### config.mk
export PLATFORM = sky130hd
export DESIGN_NAME = pool_window_buffer_flat
export DESIGN_NICKNAME = d
export VERILOG_FILES = /design/src/rtl/pool_window_buffer_if.sv /design/src/rtl/pool_window_buffer.sv /design/src/flat_wrapper.sv
export SDC_FILE = /design/constraint.sdc
export NUM_CORES = 1
export LEC_CHECK = 0
export ABC_AREA = 1
export ABC_CLOCK_PERIOD_IN_PS = 8300
export CAP_MARGIN = 20
export CORE_MARGIN = 2
export CORE_UTILIZATION = 40
export DETAILED_ROUTE_END_ITERATION = 10
export SLEW_MARGIN = 30
export SYNTH_ARGS = -nofsm -noshare
export SYNTH_HDL_FRONTEND = slang
export SYNTH_SLANG_ARGS = --single-unit
### constraint.sdc
create_clock -name clk -period 8.3 [get_ports clk]
set_clock_uncertainty 0.1 [all_clocks]
set_input_delay 0.83 -clock clk [delete_from_list [all_inputs] [get_ports clk]]
set_output_delay 0.83 -clock clk [all_outputs]
set_load 0.005 [all_outputs]
### src/rtl/pool_window_buffer_if.sv
// Pixel stream in, 2x2 window words out.
// master drives px_in/px_valid; slave drives win1..win4/win_en/frame_done.
interface pool_window_buffer_if #(
  parameter int DATA_W = 16
);
  logic [DATA_W-1:0] px_in;
  logic              px_valid;
  logic [DATA_W-1:0] win1;
  logic [DATA_W-1:0] win2;
  logic [DATA_W-1:0] win3;
  logic [DATA_W-1:0] win4;
  logic              win_en;
  logic              frame_done;

  modport master (
    output px_in, px_valid,
    input  win1, win2, win3, win4,
    input  win_en, frame_done
  );

  modport slave (
    input  px_in, px_valid,
    output win1, win2, win3, win4,
    output win_en, frame_done
  );
endinterface

### src/rtl/pool_window_buffer.sv
// Row buffer forming stride-2 2x2 windows for max pooling.
// Ports: clk, rst (sync, active high), io (slave: pixels in, windows out).
module pool_window_buffer #(
  parameter int DATA_W = 16,
  parameter int IMG_W  = 26,
  parameter int IMG_H  = 26
) (
  input logic clk,
  input logic rst,
  pool_window_buffer_if.slave io
);
  localparam int CW = (IMG_W > 1) ? $clog2(IMG_W) : 1;
  localparam int RW = (IMG_H > 1) ? $clog2(IMG_H) : 1;

  typedef enum logic {FILL, PAIR} phase_e;

  logic [CW-1:0]     col;
  logic [RW-1:0]     row;
  logic [DATA_W-1:0] prev_px;
  logic [DATA_W-1:0] line_buf [IMG_W];
  logic [DATA_W-1:0] w1_q, w2_q, w3_q, w4_q;
  logic              en_q, fd_q;

  phase_e        phase;
  logic          col_last;
  logic          row_last;
  logic          emit;
  logic [CW-1:0] col_l;

  assign phase    = row[0] ? PAIR : FILL;
  assign col_last = (col == CW'(IMG_W - 1));
  assign row_last = (row == RW'(IMG_H - 1));
  // odd col on odd row is always a bottom-right pixel;
  // a trailing odd column/row has even index, so never emits
  assign emit     = io.px_valid && (phase == PAIR) && col[0];
  assign col_l    = col - CW'(1);

  // no reset: contents are don't-care until rewritten
  always_ff @(posedge clk) begin
    if (!rst && io.px_valid && phase == FILL)
      line_buf[col] <= io.px_in;
  end

  always_ff @(posedge clk) begin
    if (rst) begin
      col     <= '0;
      row     <= '0;
      prev_px <= '0;
      w1_q    <= '0;
      w2_q    <= '0;
      w3_q    <= '0;
      w4_q    <= '0;
      en_q    <= 1'b0;
      fd_q    <= 1'b0;
    end else begin
      en_q <= 1'b0;
      fd_q <= 1'b0;
      if (io.px_valid) begin
        prev_px <= io.px_in;
        if (col_last) begin
          col <= '0;
          if (row_last) begin
            row  <= '0;
            fd_q <= 1'b1;
          end else begin
            row <= row + RW'(1);
          end
        end else begin
          col <= col + CW'(1);
        end
        if (emit) begin
          w1_q <= line_buf[col_l];
          w2_q <= line_buf[col];
          w3_q <= prev_px;
          w4_q <= io.px_in;
          en_q <= 1'b1;
        end
      end
    end
  end

  assign io.win1       = w1_q;
  assign io.win2       = w2_q;
  assign io.win3       = w3_q;
  assign io.win4       = w4_q;
  assign io.win_en     = en_q;
  assign io.frame_done = fd_q;
endmodule
### src/flat_wrapper.sv
// flat-port wrapper written by rule: the top's interface ports become plain ports
module pool_window_buffer_flat 
#(
  parameter int DATA_W = 16,
  parameter int IMG_W  = 26,
  parameter int IMG_H  = 26
)
  (clk, rst, io_px_in, io_px_valid, io_win1, io_win2, io_win3, io_win4, io_win_en, io_frame_done);
  pool_window_buffer_if #(.DATA_W(DATA_W)) io_i ();
  input logic clk;
  input logic rst;
  input wire logic [$bits(io_i.px_in)-1:0] io_px_in;
  input wire logic [$bits(io_i.px_valid)-1:0] io_px_valid;
  output wire logic [$bits(io_i.win1)-1:0] io_win1;
  output wire logic [$bits(io_i.win2)-1:0] io_win2;
  output wire logic [$bits(io_i.win3)-1:0] io_win3;
  output wire logic [$bits(io_i.win4)-1:0] io_win4;
  output wire logic [$bits(io_i.win_en)-1:0] io_win_en;
  output wire logic [$bits(io_i.frame_done)-1:0] io_frame_done;
  assign io_i.px_in = io_px_in;
  assign io_i.px_valid = io_px_valid;
  assign io_win1 = io_i.win1;
  assign io_win2 = io_i.win2;
  assign io_win3 = io_i.win3;
  assign io_win4 = io_i.win4;
  assign io_win_en = io_i.win_en;
  assign io_frame_done = io_i.frame_done;
  pool_window_buffer #(.DATA_W(DATA_W), .IMG_W(IMG_W), .IMG_H(IMG_H)) u_core (.clk(clk), .rst(rst), .io(io_i));
endmodule
==> results.cfg, run 1 <==
[die]
die-area_mm2 = 0.0643
die_h_um = 254
io_pins = 85
die-width_um = 254
start_util_pct = 40.4
core-area_mm2 = 0.0616
rows = 91

[synthesis]
syn-num-nets = 2878
synth_top_area_share_pct = 50.1
ys_seq_elements = 508
syn_area_per_cell_um2 = 8.73
synthCells = 2853
ys_types = 36
synth_area_leader_cell = edfxtp_1
netlist_area_mm2 = 0.0249
yosysSeqAreaShare_pct = 57.5
yosysWarnings = 0
netlist_top_cells_area = edfxtp_1 (50%), nand2_1 (13%), dfxtp_1 (7.4%), nand3_1 (6.3%), inv_1 (4.5%)

[route]
top_layer = met5
dr_wl_met2_mm = 34.6
vias = 20400
ant_nets = 0
wl_met1_mm = 34.9
routed_via_density = 5.50
first_iter_violations = 3074
drc = 0
wl_mm = 81.2
met3_length_mm = 8.46
wl_per_cell_um = 21.9
first_pass_iters = 6

[worst_setup_path]
crit_start = io_px_valid
crit_path_start_kind = primary input
r2r_start = u_core.col[0]$_SDFFE_PP0P_
path_buf_inv = 2
required_ns = 8.44
cpLargestDelayFamily = simple AND/OR/NAND/NOR gates
end_kind = flip-flop
critPathArrivalTime_ns = 4.66
cp_cell_sequence = clkdlybuf4s50_1, clkinv_1, nor3_1, nand2_1, nor2_2
critPathMaxFanout = 21
cpPeakStageDelay_ns = 0.95
path_class = primary input to flip-flop
crit_slowest_cell = clkdlybuf4s50_1

[cts]
cts_hold_buf = 0
numCtsBuffers = 54
post_cts_resized = 0
cts_buffer_depth = 3
path_clk_slew_ns = 0.06
clk_latency_ns = 0.64
cts_tree = yes
postCtsSetupRepairBufs = 0
cts.sinks = 508
cts-root-buf = clkbuf_16
cts-htree-levels = 2

[worst_hold_path]
hp-class = flip-flop to flip-flop
hold_start = u_core.io.win4[15]$_SDFFE_PP0P_

[placed_design]
dp_cells = 3600
gp_congestion = 0.927
port_buffers = 84
dp_hpwl_mm = 51.3
postPlaceCellArea_mm2 = 0.0260

[timing]
maxSlewViolCount = 0
finalCriticalPeriod_ns = 4.52
tns_ns = 0
hold_violations = 0
fmax_ghz = 0.221
finalCritPeriodShare_pct = 54.5
grt_setup_unrepaired = false
max_slew_margin_pct = 30.9
hold_ws_ns = 0.366
setup_viol = 0
tightest_slew_ns = 1.04

[pwr]
total_power_mw = 6.08
ir_drop_uv = 145
power_density_mw_per_mm2 = 218
leakagePower_nw = 10.9

[layout]
final_cells = 3703
syn_to_final_growth_pct = 12.0
drive_gt1_share_pct = 5.72
nNetsFinal = 2846
diodes = 0
design_area_mm2 = 0.0279

[job]
drv_cap = 0

[global_route]
grt_max_degree = 266
grt_pass1_wl_mm = 119
gr-usage-all-layers_pct = 25.0
grt-ovfl-total = 0
antenna_found_initial = 1
grt_pass1_vias = 18500

[run_status]
status = finished clean
## per-stage QoR
stage	setup slack, ns	util, %
after floorplan	5.53	-
after global placement	3.25	42.2
after CTS	3.90	45.2
after global routing	3.61	45.3
after detailed placement	3.23	42.2
final	3.78	45.3
## synth_stat cells
library cell	n
a211oi_1	1
a21oi_1	165
a311oi_1	1
a31oi_1	1
buf_1	13
buf_2	87
buf_4	17
buf_6	17
clkbuf_1	56
clkinv_1	2
dfxtp_1	92
edfxtp_1	416
ha_1	6
inv_1	300
inv_2	6
nand2_1	886
nand2_2	2
nand2_4	2
nand3_1	315
nand3_2	1
nand4_1	8
nor2_1	123
nor2_2	1
nor2_4	3
nor3_1	3
nor3b_1	1
o211ai_1	109
o21a_1	1
o21ai_0	176
o21ai_1	33
o21ai_2	1
o22ai_1	1
or2_0	1
xnor2_1	2
xor2_1	3
xor2_4	1
## final timing paths
kind | slack, ns | endpoint | depth (start not counted)
setup / recovery | 3.78 | u_core.line_buf[15][14]$_DFFE_PP_ | 5
hold / removal | 0.37 | u_core.io.win4[15]$_SDFFE_PP0P_ | 2
setup reg to reg | 4.64 | u_core.io.win1[6]$_SDFFE_PP0P_ | 10
hold reg to reg | 0.37 | u_core.io.win4[15]$_SDFFE_PP0P_ | 2
## sequential cells by signal, summed over array words and instances (netlist names)
register / flops
u_core.col: 5
u_core.io.win1: 16
u_core.io.win2: 16
u_core.io.win4: 16
u_core.io.frame_done: 1
u_core.row: 5
u_core.io.win3: 16
u_core.io.win_en: 1
u_core.prev_px: 16
u_core.line_buf: 416
## power by group
part | switching [mW] | internal [mW]
Clock | 1.06 | 1.47
Combinational | 0.596 | 0.184
Sequential | 0.00799 | 2.77
Total | 1.66 | 4.42
## cell type report
cell class                 instances  area, µm²
clock buffer                      63       1410
clock inverter                    38        433
fill                            5870      33700
inverter                         308       1160
multi-input combinational       1847       8530
sequential                       508      14300
tap                              837       1050
timing repair buffer             102        978
## worst register-to-register path: stages (launching register included)
cell	delay, ns
dfxtp_4	0.39
inv_8	0.24
ha_4	0.46
inv_2	0.48
buf_4	0.72
nand3_1	0.23
nand3_1	0.23
nand3_1	0.21
nand3_1	0.21
nand2_1	0.15
a21oi_1	0.15
## cells by family (layout without fill, tap and decap cells)
| kind of cell | count (synthesis) | after routing | share of synthesized area (%) |
|---|---|---|---|
| compound gates | 489 | 489 | 11.0 |
| fa+ha+maj | 6 | 6 | 0.301 |
| simple gates | 1346 | 1346 | 22.2 |
| xor+xnor | 6 | 6 | 0.286 |
| flops | 508 | 508 | 57.5 |
| buf+inv | 498 | 511 | 8.71 |
## cells in the final DEF (no fill, tap or decap), types with 6 or more instances in the layout
cell	instances
nand2_1	886
edfxtp_1	416
nand3_1	315
inv_1	299
o21ai_0	176
a21oi_1	165
o211ai_1	109
nor2_1	97
dfxtp_1	90
clkdlybuf4s50_1	69
clkbuf_16	55
o21ai_1	33
nor2_2	24
buf_2	15
clkinv_1	13
buf_4	13
clkinv_2	10
nand4_1	8
bufinv_16	8
clkbuf_1	8
inv_2	6
nor2_4	6
## layer usage
layer  up-vias  GRT usage, %
li1       9461             -
met2      1109          36.3
met1      9642          36.2
met5         -             0
met4         2          10.6
met3       145          5.20
No activity file was read; power rests on OpenSTA's default activity.
==> run 2, diff against run 1 <==
Settings changed: ABC_CLOCK_PERIOD_IN_PS 8300 to 4700.
Clock period 8.3 ns to 4.7 ns, I/O delays scaled along.
==> run 2 against run 1 <==
  * Setup slack got worse by 2.8 ns
  * Non-clock buffer count rose by 22
  * First-iteration DRC count fell by 11%
  * Sequential share of layout area down 0.29 points
  * Combinational power is 68% higher
  * Final area is 0.57% higher
  * Worst hold slack got worse by 0.046 ns
  * Clock power rose by 76%
  * Wire length up 0.95%
  * Critical endpoint is now u_core.io.win1[15]$_SDFFE_PP0P_
  * Largest power group unchanged
==> results.cfg, run 2 (synthesis gave the netlist of run 1 again) <==
[route]
drc = 0
vias = 20400
wl_mm = 82.0
first_iter_violations = 2723
ant_nets = 0
wl_per_cell_um = 22.0
routed_via_density = 5.47
first_pass_iters = 5

[placed_design]
gp_congestion = 0.896
postPlaceCellArea_mm2 = 0.0262
port_buffers = 84
dp_hpwl_mm = 50.9

[global_route]
grt-ovfl-total = 0
antenna_found_initial = 1
grt_max_degree = 246
grt_pass1_vias = 18600
gr-usage-all-layers_pct = 25.2
grt_pass1_wl_mm = 120

[worst_setup_path]
path_class = flip-flop to flip-flop
required_ns = 5.07
end_kind = flip-flop
critPathArrivalTime_ns = 4.14
crit_slowest_cell = ha_4
cpPeakStageDelay_ns = 0.75
cpLargestDelayFamily = buffers and inverters
cp_cell_sequence = inv_8, ha_4, inv_2, buf_12, o211ai_1, nand3_1, nand3_1, nand2_1, nand2_1, a21oi_1
critPathMaxFanout = 125
crit_path_start_kind = flip-flop
path_buf_inv = 3

[die]
die_h_um = 254
die-width_um = 254
core-area_mm2 = 0.0616
start_util_pct = 40.4
rows = 91
die-area_mm2 = 0.0643
io_pins = 85

[timing]
max_slew_margin_pct = 27.6
hold_ws_ns = 0.320
finalCritPeriodShare_pct = 80.1
finalCriticalPeriod_ns = 3.76
grt_setup_unrepaired = false
fmax_ghz = 0.266
maxSlewViolCount = 0
tns_ns = 0
tightest_slew_ns = 1.09
setup_viol = 0
hold_violations = 0

[cts]
cts.sinks = 508
cts-root-buf = clkbuf_16
numCtsBuffers = 56
path_clk_slew_ns = 0.06
cts_hold_buf = 0
cts_buffer_depth = 3
cts_tree = yes
post_cts_resized = 0
postCtsSetupRepairBufs = 0
clk_latency_ns = 0.62
cts-htree-levels = 2

[pwr]
leakagePower_nw = 11.0
ir_drop_uv = 271
power_density_mw_per_mm2 = 380

[job]
drv_cap = 0

[layout]
drive_gt1_share_pct = 6.60
n_fill_cell = 5870
design_area_mm2 = 0.0281
diodes = 0
largest-register = u_core.line_buf
final_cell_mix = nand2_1 (886), edfxtp_1 (416), nand3_1 (315)
postLayoutCoreUtil_pct = 45.5
layout.cells.most_common = nand2_1
largest_reg_flops = 416
syn_to_final_growth_pct = 12.6
nNetsFinal = 2870

[run_status]
status = finished clean

[worst_hold_path]
hp-class = primary input to flip-flop
-- run 2: cell types whose count changed in the layout (fill, tap and decap cells not counted), sizes merged --
cell      delta
clkinvlp     -5
buf         +22
clkbuf      +22
clkinv       -9
inv          +2
bufinv       -6
-- run 2: layout make-up --
cell class / count / area, µm² / area share [%]
Timing Repair Buffer: 124 / 1100 / 3.93
Multi-Input combinational cell: 1847 / 8550 / 30.5
Inverter: 308 / 1160 / 4.15
Sequential cell: 508 / 14300 / 51.1
Clock inverter: 20 / 169 / 0.602
Clock buffer: 85 / 1690 / 6.01
Tap cell: 837 / 1050 / 3.73
-- run 2: per-layer routing --
metal  routed length (µm)  track usage, %
met1                35000            35.9
met2                35900            38.1
met3                 7570            4.02
met4                 3470            10.7
met5                    0               0
-- run 2: worst register-to-register path, stage by stage (launching register included) --
cell,delay (ns)
dfxtp_4,0.69
inv_8,0.37
ha_4,0.85
inv_2,0.46
buf_12,0.33
o211ai_1,0.14
nand3_1,0.24
nand3_1,0.14
nand2_1,0.14
nand2_1,0.10
a21oi_1,0.05
-- run 2: worst paths after layout --
check	start	endpoint	slack (ns)	cells past startpoint
worst max register to register	u_core.col[0]$_SDFFE_PP0P_	u_core.io.win1[15]$_SDFFE_PP0P_	0.94	10
worst min register to register	u_core.prev_px[9]$_SDFFE_PP0P_	u_core.io.win3[9]$_SDFFE_PP0P_	0.36	2
worst max-delay path	u_core.col[0]$_SDFFE_PP0P_	u_core.io.win1[15]$_SDFFE_PP0P_	0.94	10
worst min-delay path	io_px_in[14]	u_core.io.win4[14]$_SDFFE_PP0P_	0.32	3
-- run 2: power breakdown --
part | total, mW | switching [mW] | internal (mW)
combinational | 1.31 | 0.976 | 0.332
sequential | 4.91 | 0.0237 | 4.89
clock | 4.44 | 1.86 | 2.58
total | 10.7 | 2.86 | 7.80
-- run 2: per-stage QoR --
stage          setup WS, ns  power, mW  std cells
2_1_floorplan          2.06       5.82       2853
3_3_place_gp           1.14       6.28       3623
3_5_place_dp           1.11       6.29       3624
4_1_cts                1.13       10.7       3729
5_1_grt               0.796       11.0       3729
6_report              0.937       10.7       3729
